**src/rtl/alu_mdu.sv**
```systemverilog
// MIPS datapath ALU with an iterative radix-2 multiply/divide unit and HI/LO registers.
// Single-cycle ops are purely combinational; mult/div take WIDTH cycles behind a start/busy/done handshake.
module alu_mdu #(
  parameter int WIDTH = 32
) (
  input  logic             clk,
  input  logic             reset_n,
  input  logic [WIDTH-1:0] srca,
  input  logic [WIDTH-1:0] srcb,
  input  logic [3:0]       alucontrol,
  input  logic             start,
  output logic [WIDTH-1:0] aluout,
  output logic             zero,
  output logic             overflow,
  output logic             busy,
  output logic             done,
  output logic [WIDTH-1:0] hi,
  output logic [WIDTH-1:0] lo
);

  localparam int CW = (WIDTH > 1) ? $clog2(WIDTH) : 1;

  typedef enum logic {
    IDLE = 1'b0,
    RUN  = 1'b1
  } state_t;

  state_t state, state_nxt;

  logic [CW-1:0]    cnt;
  logic [WIDTH-1:0] acc_hi;
  logic [WIDTH-1:0] acc_lo;
  logic [WIDTH-1:0] operand;
  logic             op_div;
  logic             neg_q;
  logic             neg_r;
  logic             div_zero;

  // ---------------------------------------------------------------
  // Combinational ALU
  // ---------------------------------------------------------------
  logic [WIDTH-1:0] sum;
  logic [WIDTH-1:0] diff;
  logic             lt_signed;
  logic             lt_unsigned;

  assign sum         = srca + srcb;
  assign diff        = srca - srcb;
  assign lt_signed   = $signed(srca) < $signed(srcb);
  assign lt_unsigned = srca < srcb;

  always_comb begin
    aluout   = '0;
    overflow = 1'b0;
    case (alucontrol)
      4'b0000: begin
        aluout   = sum;
        overflow = (srca[WIDTH-1] == srcb[WIDTH-1]) && (sum[WIDTH-1] != srca[WIDTH-1]);
      end
      4'b0001: begin
        aluout   = diff;
        overflow = (srca[WIDTH-1] != srcb[WIDTH-1]) && (diff[WIDTH-1] != srca[WIDTH-1]);
      end
      4'b0010: aluout = srca & srcb;
      4'b0011: aluout = srca | srcb;
      4'b0100: aluout = {{(WIDTH-1){1'b0}}, lt_signed};
      4'b0101: aluout = {{(WIDTH-1){1'b0}}, lt_unsigned};
      4'b0110: aluout = srca ^ srcb;
      4'b0111: aluout = ~(srca | srcb);
      4'b1000: aluout = hi;
      4'b1001: aluout = lo;
      default: aluout = '0;
    endcase
  end

  assign zero = ~|aluout;

  // ---------------------------------------------------------------
  // Multiply/divide launch decode
  // ---------------------------------------------------------------
  logic             md_op;
  logic             accept;
  logic             is_signed;
  logic             is_div;
  logic             sign_a;
  logic             sign_b;
  logic [WIDTH-1:0] mag_a;
  logic [WIDTH-1:0] mag_b;

  assign md_op     = (alucontrol >= 4'b1010) && (alucontrol <= 4'b1101);
  assign accept    = (state == IDLE) && start && md_op;
  assign is_div    = alucontrol[2];
  assign is_signed = ~alucontrol[0];
  assign sign_a    = is_signed & srca[WIDTH-1];
  assign sign_b    = is_signed & srcb[WIDTH-1];
  assign mag_a     = sign_a ? (~srca + 1'b1) : srca;
  assign mag_b     = sign_b ? (~srcb + 1'b1) : srcb;

  // ---------------------------------------------------------------
  // One radix-2 iteration
  // ---------------------------------------------------------------
  logic [WIDTH:0]   mul_sum;
  logic [WIDTH-1:0] mul_hi;
  logic [WIDTH-1:0] mul_lo;
  logic [WIDTH:0]   div_shift;
  logic             div_ge;
  logic [WIDTH-1:0] div_hi;
  logic [WIDTH-1:0] div_lo;
  logic [WIDTH-1:0] step_hi;
  logic [WIDTH-1:0] step_lo;

  // Shift-add: acc_lo holds the multiplier, consumed LSB first.
  assign mul_sum = {1'b0, acc_hi} + (acc_lo[0] ? {1'b0, operand} : {(WIDTH+1){1'b0}});
  assign mul_hi  = mul_sum[WIDTH:1];
  assign mul_lo  = {mul_sum[0], acc_lo[WIDTH-1:1]};

  // Restoring division: acc_hi is the partial remainder, acc_lo the dividend/quotient.
  // The remainder stays below the divisor, so the W-bit subtraction cannot lose bits.
  assign div_shift = {acc_hi, acc_lo[WIDTH-1]};
  assign div_ge    = div_shift >= {1'b0, operand};
  assign div_hi    = div_ge ? (div_shift[WIDTH-1:0] - operand) : div_shift[WIDTH-1:0];
  assign div_lo    = {acc_lo[WIDTH-2:0], div_ge};

  assign step_hi = op_div ? div_hi : mul_hi;
  assign step_lo = op_div ? div_lo : mul_lo;

  // Sign fix-up applied on the final edge.
  logic [2*WIDTH-1:0] prod;
  logic [2*WIDTH-1:0] prod_fix;
  logic [WIDTH-1:0]   quo_fix;
  logic [WIDTH-1:0]   rem_fix;
  logic               last;

  assign prod     = {step_hi, step_lo};
  assign prod_fix = neg_q ? (~prod + 1'b1) : prod;
  assign quo_fix  = (neg_q && !div_zero) ? (~step_lo + 1'b1) : step_lo;
  assign rem_fix  = neg_r ? (~step_hi + 1'b1) : step_hi;
  assign last     = (state == RUN) && (cnt == '0);

  // ---------------------------------------------------------------
  // FSM
  // ---------------------------------------------------------------
  always_ff @(posedge clk or negedge reset_n) begin
    if (!reset_n) state <= IDLE;
    else          state <= state_nxt;
  end

  always_comb begin
    state_nxt = state;
    case (state)
      IDLE:    if (accept) state_nxt = RUN;
      RUN:     if (cnt == '0) state_nxt = IDLE;
      default: state_nxt = IDLE;
    endcase
  end

  assign busy = (state == RUN);

  // ---------------------------------------------------------------
  // Datapath registers
  // ---------------------------------------------------------------
  always_ff @(posedge clk or negedge reset_n) begin
    if (!reset_n) begin
      cnt      <= '0;
      acc_hi   <= '0;
      acc_lo   <= '0;
      operand  <= '0;
      op_div   <= 1'b0;
      neg_q    <= 1'b0;
      neg_r    <= 1'b0;
      div_zero <= 1'b0;
      hi       <= '0;
      lo       <= '0;
      done     <= 1'b0;
    end else begin
      done <= last;
      if (accept) begin
        cnt      <= CW'(WIDTH - 1);
        acc_hi   <= '0;
        acc_lo   <= is_div ? mag_a : mag_b;
        operand  <= is_div ? mag_b : mag_a;
        op_div   <= is_div;
        neg_q    <= sign_a ^ sign_b;
        neg_r    <= sign_a;
        div_zero <= (srcb == '0);
      end else if (state == RUN) begin
        acc_hi <= step_hi;
        acc_lo <= step_lo;
        if (cnt != '0) cnt <= cnt - 1'b1;
        if (cnt == '0) begin
          if (op_div) begin
            hi <= rem_fix;
            lo <= quo_fix;
          end else begin
            hi <= prod_fix[2*WIDTH-1:WIDTH];
            lo <= prod_fix[WIDTH-1:0];
          end
        end
      end
    end
  end

endmodule

```
**config.mk**
```make
export PLATFORM = sky130hd
export DESIGN_NAME = alu_mdu
export DESIGN_NICKNAME = d
export VERILOG_FILES = /design/src/rtl/alu_mdu.sv
export SDC_FILE = /design/constraint.sdc
export NUM_CORES = 1
export LEC_CHECK = 0
export BUFFER_PORTS_ARGS = -buffer_cell sky130_fd_sc_hd__buf_2
export CAP_MARGIN = 40
export CORE_ASPECT_RATIO = 1.5
export CORE_UTILIZATION = 50
export DETAILED_ROUTE_END_ITERATION = 6
export HOLD_SLACK_MARGIN = 0.06
export PLACE_DENSITY_LB_ADDON = 0.1
export REMOVE_ABC_BUFFERS = 1
export SLEW_MARGIN = 20
export SYNTH_ARGS = -nofsm -noshare
export SYNTH_HDL_FRONTEND = slang
export SYNTH_SLANG_ARGS = --single-unit
export TNS_END_PERCENT = 5
```
**constraint.sdc**
```tcl
create_clock -name clk -period 8.3 [get_ports clk]
set_input_delay 1.66 -clock clk [delete_from_list [all_inputs] [get_ports clk]]
set_output_delay 1.66 -clock clk [all_outputs]
set_load 0.01 [all_outputs]
```
==> results of run 1 <==
-- metal layers --
layer / global-route usage / vias up
li1: - / 11200
met1: 0.456 / 11800
met2: 0.700 / 1285
met3: 0.0513 / 346
met4: 0.275 / 2
met5: 0 / -
-- cells in the mapped netlist (all sizes together) (10+ instances only) --
cell and instances:
a211o 12, or2 18, o21bai 19, xor2 56, o31ai 25, a21oi 237, o22ai 20, clkbuf 162
mux2 25, o41ai 13, ha 166, and3 26, dfrtp 171, a21o 38, and2 46, nand2 387
o21ai 342, a221oi 42, nor3 103, nand3 48, a311oi 10, nor2 217, buf 53, nand2b 24
nor2b 16, mux2i 79, inv 155, xnor2 141, a211oi 22, nand4 32, o211ai 73, a31oi 45
or3 36, o21a 25, nor4 40
-- worst max-delay path, cell delays in order --
cell	delay [ns]
buf_2	0.16
inv_1	0.10
ha_1	0.24
fa_1	0.40
nor2_1	0.16
o221ai_1	0.26
a2111o_1	0.59
nor2_1	0.14
nor3_1	0.06
a21oi_1	0.23
o21ai_0	0.14
a211o_1	0.38
nor4_1	0.18
nand4b_1	0.23
or4_1	0.47
nor4b_1	0.44
nor4b_1	0.30
buf_2	0.19
-- placed cells by master (no fill, tap or decap), drive strengths merged, types with 24 or more instances in the layout --
master  instances
o21ai         342
o31ai          25
o21a           25
nor3          103
nor2          217
buf           215
nand4          32
ha            166
nand2b         24
xor2           56
and2           46
o211ai         73
and3           26
mux2i          79
nand3          48
or3            36
mux2           25
a21o           38
xnor2         141
a221oi         42
dfrtp         171
a31oi          45
nor4           40
inv           158
a21oi         237
nand2         387
-- per-stage QoR --
| stage | area, um2 | hold slack (ns) |
|---|---|---|
| floorplan | 21400 | 0.463 |
| global placement | 23400 | 0.477 |
| detailed placement | 23400 | 0.490 |
| CTS | 24000 | 0.505 |
| global route | 24000 | 0.530 |
| finish | 24000 | 0.508 |
-- worst max path at each step --
stage / from / end / slack, ns / cells past startpoint
after CTS: srcb[8] / zero / 0.36 / 17
after floorplan: op_div / lo[28] / -0.33 / 12
final: srca[0] / zero / 0.30 / 18
after detailed placement: srcb[8] / zero / 0.41 / 17
after global routing: srcb[8] / zero / 0.15 / 17
after global placement: srca[5] / zero / 0.52 / 17
-- final cells by class --
cell class / count / area [um2] / share of cell area
Clock inverter: 12 / 140 / 0.00584
Tap cell: 576 / 721 / 0.0300
Inverter: 157 / 589 / 0.0245
Sequential cell: 171 / 4290 / 0.179
Multi-Input combinational cell: 2540 / 16600 / 0.691
Clock buffer: 19 / 443 / 0.0184
Timing Repair Buffer: 216 / 1230 / 0.0514
-- power breakdown --
part | switching, W | internal (W) | total, W | leakage, nW
Sequential | 0.000633 | 0.00127 | 0.00190 | 2.02
Combinational | 0.00538 | 0.00296 | 0.00834 | 8.13
Clock | 0.000386 | 0.000454 | 0.000840 | 0.282
-- timing repair --
action,in CTS,in global routing
setup endpoints to repair,0,1
hold endpoints to repair,0,0
gates resized for setup,0,1
hold buffers,0,0
-- flip-flops by register name, summed over array words and instances (netlist names), 5 cells and up --
register	count
cnt	5
acc_hi	32
lo	32
hi	32
acc_lo	32
operand	32
-- cell families (layout without fill, tap and decap cells) --
group,after synthesis,after routing
compound gates,1038,1038
xor+xnor,197,197
mux,104,104
flops,171,171
fa+ha+maj,170,170
buf+inv,372,404
simple gates,1031,1031
==> metrics, run 1 <==
Filler cells 4343; hold depth 2; final core occ 0.546; hpwl dp 72500 um; Async SR Flop Fraction 1.00; Post-Synth XOR/XNOR Area 0.0773; Initial Util 0.507; die height 261 um; Via density 6.69; number of core rows 94; clk root buf clkbuf_16; mux cell area share after synthesis 0.0482; worst skew pair latency 0.47 ns; io pins 171; Yosys cell types 102; top sig layer met5; setup total negative slack 0 ns; global-route wire length before repair 140000 um; Layout area overhead 7.59%; Max-cap violations 0; actual slew at the worst max-slew pin 1.06 ns; full die area 45500 um2; ant diodes 0; CTS Buffer Depth 2; Min-Delay Path Class reg -> reg; synthesized-area fraction occupied by ao, oa, aoi and oai cells 0.299; Setup Skew 0.0148 ns; failing checks DRC; Clock Sinks 171; fin nets 3344; Clock transition at path regs 0.06 ns; top_reg_cell synth dfrtp_1; die width 175 um; Hold Violations, Final 0; Synth Area in Simple Gates 0.222; Final period util 0.963; DP Worst Slack 0.410 ns; RSZ-0062 raised after global routing false; setup bufs post-CTS 0; DRT iter0 DRCs 2601; Placed Cells 3658; ratio of cells with drive above 1 in the final layout 0.106; critical path arrival 6.34 ns; endpoint of the worst register-to-register path hi[8]; Avg WL per Cell 25.3 um; Final Max Tran Viols 0; CTS buffer count 17; Pwr Total 0.0111 W; Vias 24700; Port Buf Inserts 170; antenna violations before repair 1; Crit. End Element primary output; WS Path Type in -> out; Crit Reg-Reg Startpoint acc_hi[17]; Worst VDD drop 0.310 mV; outcome complete, but fails checks; vias in the first global route 23500; final setup margin 0.304 ns; Synth Area in Adders 0.0967; core region area 44000 um2; Total Routing Usage GR 0.401; top post-synthesis cells by area dfrtp_1, ha_1, o21ai_0, nand2_1, xnor2_1; Placer Congestion 1.01; Synth area leader dfrtp_1; number of synthesized flops with an enable pin 0; setup slack, reg-to-reg 1.36 ns; Final Setup Violations 0; top-area cell type share of the netlist area 0.192; Congestion Overflow GR 0; TritonCTS clock tree built; Hold EP lo[15]; Mapped Area 22300 um2; WL met3 6390 um; synthesis-stage register bit count 171; largest family of logic cells by synthesized area compound AO/OA/AOI/OAI gates; final worst path period need 8.00 ns; leakage 10.4 nW; Worst R2R Path Depth 18; register area share after synthesis 0.192; Final ANT Viol Nets 0; relative slew slack 0.296; Total Routed Length 93400 um; crit-path max FO 7; Mapped Cells 3083; critical path required time 6.64 ns; Avg Cell Area, Syn 7.24 um2; Highest Clock Rate 0.125 GHz; Pre-Repair DR Iteration Count 7; met1 wire length 34900 um; htree depth 4; type of element launching the critical path primary input; DRC errors left 11; HP Start lo[15]; largest net degree at the start of global routing 165; met2 wire length 45000 um; pwr dens 461 nW/um2; synth warn 0; fin cells 3691
Note: power is estimated with default switching activity, not from simulation.
==> inputs of run 2 (changes only) <==
Settings changed: PLACE_DENSITY set to 0.69, PLACE_DENSITY_LB_ADDON 0.1 to unset.
==> metrics, run 2 (same netlist as run 1, synthesis figures left out) <==
critical path arrival 6.32 ns (-0.02 ns); Sw Share 0.575 (-0.00255); Via density 6.59 (-1.6%); Port Buf Inserts 170 (unchanged); Final Max Tran Viols 0 (unchanged); Avg WL per Cell 24.9 um (-1.6%); Critical Path Start srcb[7]; io pins 171 (unchanged); switching power 0.00633 W (-1.1%); DP Worst Slack 0.420 ns (+0.0103 ns); core region area 44000 um2 (unchanged); Top Family by Delay on Critical Path compound AO/OA/AOI/OAI gates; final setup margin 0.319 ns (+0.0146 ns); RSZ-0062 raised after global routing false; Max-cap violations 0 (unchanged); CP max-delay cell or4_1; Final Setup Violations 0 (unchanged); final worst path period need 7.98 ns (-0.0146 ns); crit-path max FO 9 (+2); Highest Clock Rate 0.125 GHz (+0.18%); relative slew slack 0.323 (+0.0274); vias in the first global route 23200 (-1.2%); Clock power frac 0.076 (about the same); number of core rows 94 (unchanged); most frequent cells in the layout nand2_1, o21ai_0, a21oi_1, nor2_1; Congestion Overflow GR 0 (unchanged); Clock Sinks 171 (unchanged); Clock transition at path regs 0.07 ns (about the same); Int Pwr 0.00468 W (about the same); Final ANT Viol Nets 0 (unchanged); Hold Violations, Final 0 (unchanged); outcome complete, but fails checks; WS Path Type in -> out; Total Routed Length 91800 um (-1.6%); Worst VDD drop 0.232 mV (-25%); leakage 10.4 nW (about the same); Layout area overhead 7.65% (about the same); die width 175 um (unchanged); Total Routing Usage GR 0.398 (-0.00289); Setup Skew 0.0158 ns (+0.00103 ns); Placed Cells 3654 (-0.11%); Final Cell Area 24000 um2 (about the same); CP Cell Sequence buf_2, inv_1, ha_1, inv_1, nor4_1, a21oi_1, o21ai_0, a311o_1, a22oi_1, o21ai_0, nor4_1, a311oi_1, o21ai_0, or4_1, nor4b_1, nor4b_1, buf_2; DRT iter0 DRCs 2650 (+1.9%); cells resized by post-CTS repair 0 (unchanged); Crit. End Element primary output; ant diodes 0 (unchanged); Crit Reg-Reg Startpoint acc_hi[29]; largest net degree at the start of global routing 91 (-45%); CP peak stage delay 0.57 ns (-0.02 ns); full die area 45500 um2 (unchanged); dpl cell area 23400 um2 (-0.17%); CTS buffer count 17 (unchanged); htree depth 4 (unchanged); Placer Congestion 1.05 (+4.0%); CTS Buffer Depth 2 (unchanged); clk root buf clkbuf_16; Comb power frac 0.750 (-0.003); failing checks DRC; Min-Delay Path Class reg -> reg; critical path required time 6.64 ns (about the same); Final period util 0.962 (-0.00176); type of element launching the critical path primary input; antenna violations before repair 2 (+1); Vias 24300 (-1.6%); WP buf/inv 4 (+1); die height 261 um (unchanged); DRC errors left 1 (-10); fin cells 3692 (+0.027%); ratio of cells with drive above 1 in the final layout 0.106 (about the same); actual slew at the worst max-slew pin 1.01 ns (-0.0411 ns); global-route wire length before repair 139000 um (-0.56%); pwr dens 458 nW/um2 (-0.73%); Most common cell on crit path o21ai_0; Post-CTS Hold Buffers 0 (unchanged); setup bufs post-CTS 0 (unchanged); Pre-Repair DR Iteration Count 7 (unchanged); TritonCTS clock tree built; worst skew pair latency 0.47 ns (about the same); fin nets 3344 (unchanged); Initial Util 0.507 (unchanged); commonest non-fill, non-tap cell in the layout nand2_1; hpwl dp 72300 um (-0.28%); share of power burned in registers 0.174 (+0.003); HP Start operand[2]
==> run 2: metrics by stage <==
| stage | power [W] | util | hold WS, ns | setup TNS, ns |
|---|---|---|---|---|
| floorplan | 0.00735 | - | 0.463 | -1.53 |
| global placement | 0.00966 | 0.530 | 0.477 | 0 |
| detailed placement | 0.00983 | 0.531 | 0.493 | 0 |
| CTS | 0.0107 | 0.545 | 0.508 | 0 |
| global route | 0.0118 | 0.546 | 0.530 | 0 |
| finish | 0.0110 | 0.546 | 0.507 | 0 |
==> run 2: worst paths after layout <==
| kind | cells after the start | endpoint | slack, ns |
|---|---|---|---|
| max in group asynchronous | 4 | done | 5.38 |
| min in group asynchronous | 1 | acc_lo[3] | 1.07 |
| setup / recovery | 17 | zero | 0.32 |
| hold reg to reg | 2 | operand[2] | 0.51 |
| hold / removal | 2 | operand[2] | 0.51 |
| setup reg to reg | 19 | hi[22] | 1.75 |
==> run 2: layout make-up <==
| cell class | count | area, um2 |
|---|---|---|
| Timing Repair Buffer | 216 | 1240 |
| Sequential cell | 171 | 4290 |
| Fill cell | 4365 | 20000 |
| Multi-Input combinational cell | 2540 | 16600 |
| Clock inverter | 11 | 136 |
| Clock buffer | 21 | 450 |
| Tap cell | 576 | 721 |
| Inverter | 157 | 589 |
==> run 2: metal layers <==
| layer | vias up | track usage | part of all wire |
|---|---|---|---|
| li1 | 11200 | - | - |
| met1 | 11600 | 0.459 | 0.38 |
| met3 | 250 | 0.0589 | 0.068 |
| met4 | 4 | 0.250 | 0.068 |
| met5 | - | 0 | 0.00021 |
| met2 | 1205 | 0.692 | 0.49 |
==> run 2: power by group through the flow <==
stage	logic [W]	clock network [W]	registers, W
after floorplan	0.00547	0	0.00188
after global placement	0.00778	0	0.00188
after detailed placement	0.00794	0	0.00189
after CTS	0.00800	0.000838	0.00188
after global routing	0.00893	0.000869	0.00196
final	0.00825	0.000836	0.00192
==> run 2: worst register-to-register path: stages, from the launching register on <==
cell	delay, ns
dfrtp_1	0.44
ha_1	0.37
a21o_1	0.20
a211oi_2	0.22
o21ai_1	0.32
nor3_4	0.86
a31oi_1	0.50
inv_1	0.25
ha_1	0.21
o21ai_0	0.19
or3_1	0.48
nand2b_1	0.26
or2_2	0.36
nand2b_1	0.24
o21ai_1	0.58
nor2_1	0.14
buf_4	0.21
o41ai_2	0.25
xnor2_1	0.22
o21ai_1	0.10
